<file path="src/rtl/mixcolumns_pipe.sv">
// mixcolumns_pipe: handshaked AES MixColumns / InvMixColumns engine.
// Transforms COLS_PER_CYCLE columns of the 128-bit state per clock.
// A bypass path forwards the state unchanged for the final round.
module mixcolumns_pipe #(
  parameter int unsigned COLS_PER_CYCLE = 4
) (
  input  logic         clk_i,
  input  logic         rst_ni,
  input  logic         valid_i,
  output logic         ready_o,
  input  logic [127:0] text_i,
  input  logic         mode_i,
  input  logic         bypass_i,
  output logic         valid_o,
  input  logic         ready_i,
  output logic [127:0] text_o,
  output logic         busy_o
);

  // Only divisors of four give an integral number of column groups.
  if (!(COLS_PER_CYCLE == 1 || COLS_PER_CYCLE == 2 || COLS_PER_CYCLE == 4)) begin : g_bad_cols
    $error("mixcolumns_pipe: COLS_PER_CYCLE must be 1, 2 or 4");
  end

  // Counter step and the counter value of the final column group.
  localparam logic [1:0] CNT_STEP = 2'(COLS_PER_CYCLE);
  localparam logic [1:0] LAST_CNT = 2'(4 - COLS_PER_CYCLE);

  typedef enum logic [1:0] {
    IDLE = 2'd0,
    BUSY = 2'd1,
    DONE = 2'd2
  } state_t;

  state_t state, state_next;

  // Working state as four 32-bit columns; index 0 is the most significant
  // word, so the packed vector has exactly the text_i/text_o byte order.
  logic [0:3][31:0] st;
  logic [0:3][31:0] st_mixed;
  logic             mode;
  logic [1:0]       cnt;
  logic             accept;

  // GF(2^8) doubling modulo x^8+x^4+x^3+x+1.
  function automatic logic [7:0] xtime(input logic [7:0] b);
    return {b[6:0], 1'b0} ^ (b[7] ? 8'h1B : 8'h00);
  endfunction

  // Multiply by a constant 4-bit coefficient as an XOR of b, 2b, 4b, 8b.
  function automatic logic [7:0] gmul(input logic [7:0] b, input logic [3:0] c);
    logic [7:0] x2, x4, x8;
    x2 = xtime(b);
    x4 = xtime(x2);
    x8 = xtime(x4);
    return (c[0] ? b  : 8'h00) ^ (c[1] ? x2 : 8'h00) ^
           (c[2] ? x4 : 8'h00) ^ (c[3] ? x8 : 8'h00);
  endfunction

  // One column through the forward or inverse MixColumns matrix.
  function automatic logic [31:0] mix_col(input logic [31:0] col, input logic inv);
    logic [7:0] a0, a1, a2, a3;
    logic [7:0] r0, r1, r2, r3;
    a0 = col[31:24];
    a1 = col[23:16];
    a2 = col[15:8];
    a3 = col[7:0];
    if (!inv) begin
      r0 = gmul(a0, 4'h2) ^ gmul(a1, 4'h3) ^ a2 ^ a3;
      r1 = a0 ^ gmul(a1, 4'h2) ^ gmul(a2, 4'h3) ^ a3;
      r2 = a0 ^ a1 ^ gmul(a2, 4'h2) ^ gmul(a3, 4'h3);
      r3 = gmul(a0, 4'h3) ^ a1 ^ a2 ^ gmul(a3, 4'h2);
    end else begin
      r0 = gmul(a0, 4'hE) ^ gmul(a1, 4'hB) ^ gmul(a2, 4'hD) ^ gmul(a3, 4'h9);
      r1 = gmul(a0, 4'h9) ^ gmul(a1, 4'hE) ^ gmul(a2, 4'hB) ^ gmul(a3, 4'hD);
      r2 = gmul(a0, 4'hD) ^ gmul(a1, 4'h9) ^ gmul(a2, 4'hE) ^ gmul(a3, 4'hB);
      r3 = gmul(a0, 4'hB) ^ gmul(a1, 4'hD) ^ gmul(a2, 4'h9) ^ gmul(a3, 4'hE);
    end
    return {r0, r1, r2, r3};
  endfunction

  // State register.
  always_ff @(posedge clk_i or negedge rst_ni) begin
    if (!rst_ni) begin
      state <= IDLE;
    end else begin
      state <= state_next;
    end
  end

  // Next-state and handshake decode; DONE may hand off straight into a new job.
  always_comb begin
    state_next = state;
    ready_o    = 1'b0;
    valid_o    = 1'b0;
    busy_o     = 1'b0;
    unique case (state)
      IDLE: begin
        ready_o = 1'b1;
        if (valid_i) begin
          state_next = bypass_i ? DONE : BUSY;
        end
      end
      BUSY: begin
        busy_o = 1'b1;
        if (cnt == LAST_CNT) begin
          state_next = DONE;
        end
      end
      DONE: begin
        busy_o  = 1'b1;
        valid_o = 1'b1;
        ready_o = ready_i;
        if (ready_i) begin
          if (valid_i) begin
            state_next = bypass_i ? DONE : BUSY;
          end else begin
            state_next = IDLE;
          end
        end
      end
      default: state_next = IDLE;
    endcase
    accept = valid_i && ready_o;
  end

  // Transform the current column group; other columns pass through.
  always_comb begin
    st_mixed = st;
    for (int unsigned j = 0; j < COLS_PER_CYCLE; j++) begin
      st_mixed[cnt + 2'(j)] = mix_col(st[cnt + 2'(j)], mode);
    end
  end

  // Working register, latched mode and column counter.
  always_ff @(posedge clk_i or negedge rst_ni) begin
    if (!rst_ni) begin
      st   <= '0;
      mode <= 1'b0;
      cnt  <= '0;
    end else if (accept) begin
      st   <= text_i;
      mode <= mode_i;
      cnt  <= '0;
    end else if (state == BUSY) begin
      st  <= st_mixed;
      cnt <= (cnt == LAST_CNT) ? '0 : cnt + CNT_STEP;
    end
  end

  assign text_o = st;

endmodule

</file>
<file path="config.mk">
export PLATFORM = sky130hd
export DESIGN_NAME = mixcolumns_pipe
export DESIGN_NICKNAME = d
export VERILOG_FILES = /design/src/rtl/mixcolumns_pipe.sv
export SDC_FILE = /design/constraint.sdc
export NUM_CORES = 1
export LEC_CHECK = 0
export BUFFER_PORTS_ARGS = -buffer_cell sky130_fd_sc_hd__buf_2
export CORE_MARGIN = 3
export CORE_UTILIZATION = 60
export DETAILED_ROUTE_END_ITERATION = 6
export GPL_TIMING_DRIVEN = 0
export PLACE_DENSITY = 0.95
export SLEW_MARGIN = 0
export SYNTH_ARGS = -nofsm -noshare
export SYNTH_HDL_FRONTEND = slang
export SYNTH_SLANG_ARGS = --single-unit
</file>
<file path="constraint.sdc">
create_clock -name clk_i -period 3.8 [get_ports clk_i]
set_clock_uncertainty 0.2 [all_clocks]
set_input_delay 0.19 -clock clk_i [delete_from_list [all_inputs] [get_ports clk_i]]
set_output_delay 0.19 -clock clk_i [all_outputs]
set_load 0.01 [all_outputs]
</file>
==> results.yml <==
drt:
  drt-pass1-iter-count: 6
  via_count: 16380
  wl_per_cell_um: 26.00
  ant_nets: 0
  drc: 0
  drt_iter0_markers: 1939
  routed_wl_um: 70310
  vias_per_cell: 6.058
synth:
  synth_fp_nets: 2027
  yosysSeqAreaShare_pct: 18.46
  ys.flop_type: "dfrtp_1"
  ys_types: 47
  ys_async_sr_fraction_pct: 100.0
  ys_seq_elements: 131
  synth_area_um2: 17750
  syn_inst: 1889
  avgSynthCellArea_um2: 9.399
  synth_edf_count: 0
  yosys_warnings: 0
run_status:
  status: "finished with violations"
  violations: "negative setup slack"
sta:
  whs_ps: 83.73
  fmax_mhz: 257.3
  fin_crit_ps: 3887
  setup_violations: 4
  hold_viol_final: 0
  fin_crit_sh_pct: 102.3
  setup_ws_ps: -86.91
  rsz0062_at_grt: "no"
  worst_pin_slew_ps: 1213
  setup_tns_ps: -114.5
  slew_headroom_pct: 19.11
  maxSlewViolCount: 0
global_routing:
  top_usage_layer: "met2"
  grt_max_degree: 69
  grt_overflow: 0
  grt_use_met1_pct: 54.68
  grt_pass1_vias: 16680
  grt_first_pass_wirelength_um: 102000
  gr-usage-all-layers_pct: 43.75
  grt_use_met3_pct: 11.71
  antenna_found_initial: 1
  grt_use_met2_pct: 67.47
clock_network:
  clkSlewWorstSetupHoldPaths_ps: 70
  ctsHtreeMaxLevel: 4
  cts_tree: "built"
  clockBufferDepth: 2
  root_buffer: "clkbuf_16"
  cts_buffers: 17
  clk_latency_ps: 480
  cts_sinks: 131
min_path:
  hp-class: "input port to asynchronous set/reset pin"
finish:
  layout-drive-gt1-share_pct: 18.71
  diodes: 0
  final_core_util_pct: 74.52
  num-fill-cells: 2036
  area_growth_pct: 21.44
  num-nets-final: 2445
die:
  core_area_um2: 28940
  start_util_pct: 61.36
  io_pins: 265
  dieArea_um2: 31690
  num_rows: 62
  fp.dieW_um: 178.0
  die_h_um: 178.0
worst_setup_path:
  cp-end-kind: "register"
  startpoint_type: "register"
  worstPathMaxFanout: 10
  critical_path_arrival_ps: 4060
  setup.worst_path.class: "register to register"
  critPathRequiredTime_ps: 3970
place:
  hpwl_um: 48990
  gp_congestion: 0.9970
  dp_slack_ps: -129.8
  io_buffers: 264
run:
  cap_violations: 0
[worst max-delay path, cell delays in order, from the launching register on]
cell,delay [ps]
dfrtp_1,320
clkbuf_1,600
buf_1,700
clkbuf_1,810
clkbuf_1,600
a21oi_1,270
o31ai_1,290
[flip-flops by register name (all words and copies together), names as in the netlist]
register / count
mode: 1
text_o: 128
state: 2
[synthesized netlist by cell type, drive strengths merged (19+ instances only)]
cell,number,area (um^2)
a211oi,20,150.1
o21ai,144,720.7
dfrtp,131,3278
a21oi,70,350.3
buf,101,554.3
clkbuf,91,347.8
and3,19,118.9
a21o,20,150.1
xnor3,87,1964
nor2,58,220.2
xor2,183,1682
xnor2,694,6345
mux2i,69,690.7
nand2,140,525.5
[logic make-up after synthesis]
group / Yosys count / synth area share, %
multiplexers: 70 / 3.953
flip-flops: 131 / 18.46
AO/OA/AOI/OAI: 276 / 8.717
AND/OR/NAND/NOR: 230 / 5.292
buffers and inverters: 201 / 5.271
XOR/XNOR: 977 / 58.02
adder cells (fa/ha/maj): 4 / 0.2819
[metrics by stage]
step	instances	instance area, um^2
after global placement	2537	19560
after floorplan	1889	17750
after CTS	2704	21560
after global routing	2704	21560
after detailed placement	2538	19590
final	2704	21560
[worst paths after layout]
check | start | to | slack, ps | cells past startpoint
min in group clk_i | valid_i | state[1]$_DFFE_PN0P_ | 90 | 4
hold / removal | rst_ni | text_o[82]$_DFFE_PN0P_ | 80 | 2
hold reg to reg | state[1]$_DFFE_PN0P_ | state[1]$_DFFE_PN0P_ | 460 | 2
setup / recovery | mode$_DFFE_PN0P_ | text_o[7]$_DFFE_PN0P_ | -90 | 6
setup reg to reg | mode$_DFFE_PN0P_ | text_o[7]$_DFFE_PN0P_ | -90 | 6
max in group asynchronous | rst_ni | text_o[60]$_DFFE_PN0P_ | 2480 | 3
[layout by cell type (no fill, tap or decap), types with 4 or more instances in the layout]
| master | n |
|---|---|
| nand3_1 | 4 |
| o31ai_1 | 8 |
| o21ai_1 | 6 |
| and3_1 | 19 |
| xnor3_1 | 83 |
| buf_4 | 17 |
| a21oi_1 | 70 |
| inv_1 | 8 |
| xnor2_4 | 7 |
| xor2_1 | 177 |
| a21o_1 | 20 |
| dfrtp_1 | 131 |
| buf_1 | 14 |
| clkbuf_1 | 80 |
| xnor3_2 | 4 |
| clkinvlp_4 | 5 |
| buf_2 | 328 |
| a211oi_1 | 20 |
| clkbuf_16 | 17 |
| xnor2_1 | 669 |
| o21ai_0 | 138 |
| nand2_1 | 140 |
| nor2_1 | 57 |
| o211ai_1 | 4 |
| ha_1 | 4 |
| clkbuf_2 | 12 |
| buf_6 | 5 |
| dlygate4sd3_1 | 134 |
| xor3_1 | 12 |
| mux2i_1 | 69 |
| xnor2_2 | 18 |
[area by class of cell]
class                      instances  area, um^2  area share (%)
buffer                           192       910.9           4.224
clock buffer                      20       466.7           2.164
clock inverter                    12       155.1          0.7196
inverter                           9       33.78          0.1567
multi-input combinational       1557       13540           62.80
sequential                       131        3278           15.20
tap                              384       480.5           2.228
timing repair buffer             399        2696           12.51
[metal layers]
metal  up-vias  share of wire [%]
met3       384                 12
li1       6901                  -
met1      7797                 37
met4         2                7.1
met5         -              0.020
met2      1298                 44
[what timing repair did]
item | 4_1_cts | 5_1_grt
hold buffers | 134 | 0
gates resized for setup | 2 | 10
endpoints found under the hold margin | 194 | 0
endpoints found under the setup margin | 7 | 82
buffers inserted | 0 | 0
Power is left out: the tool's default activity adds up to more than one toggle a clock period on the data nets, which glitch-free logic cannot reach.
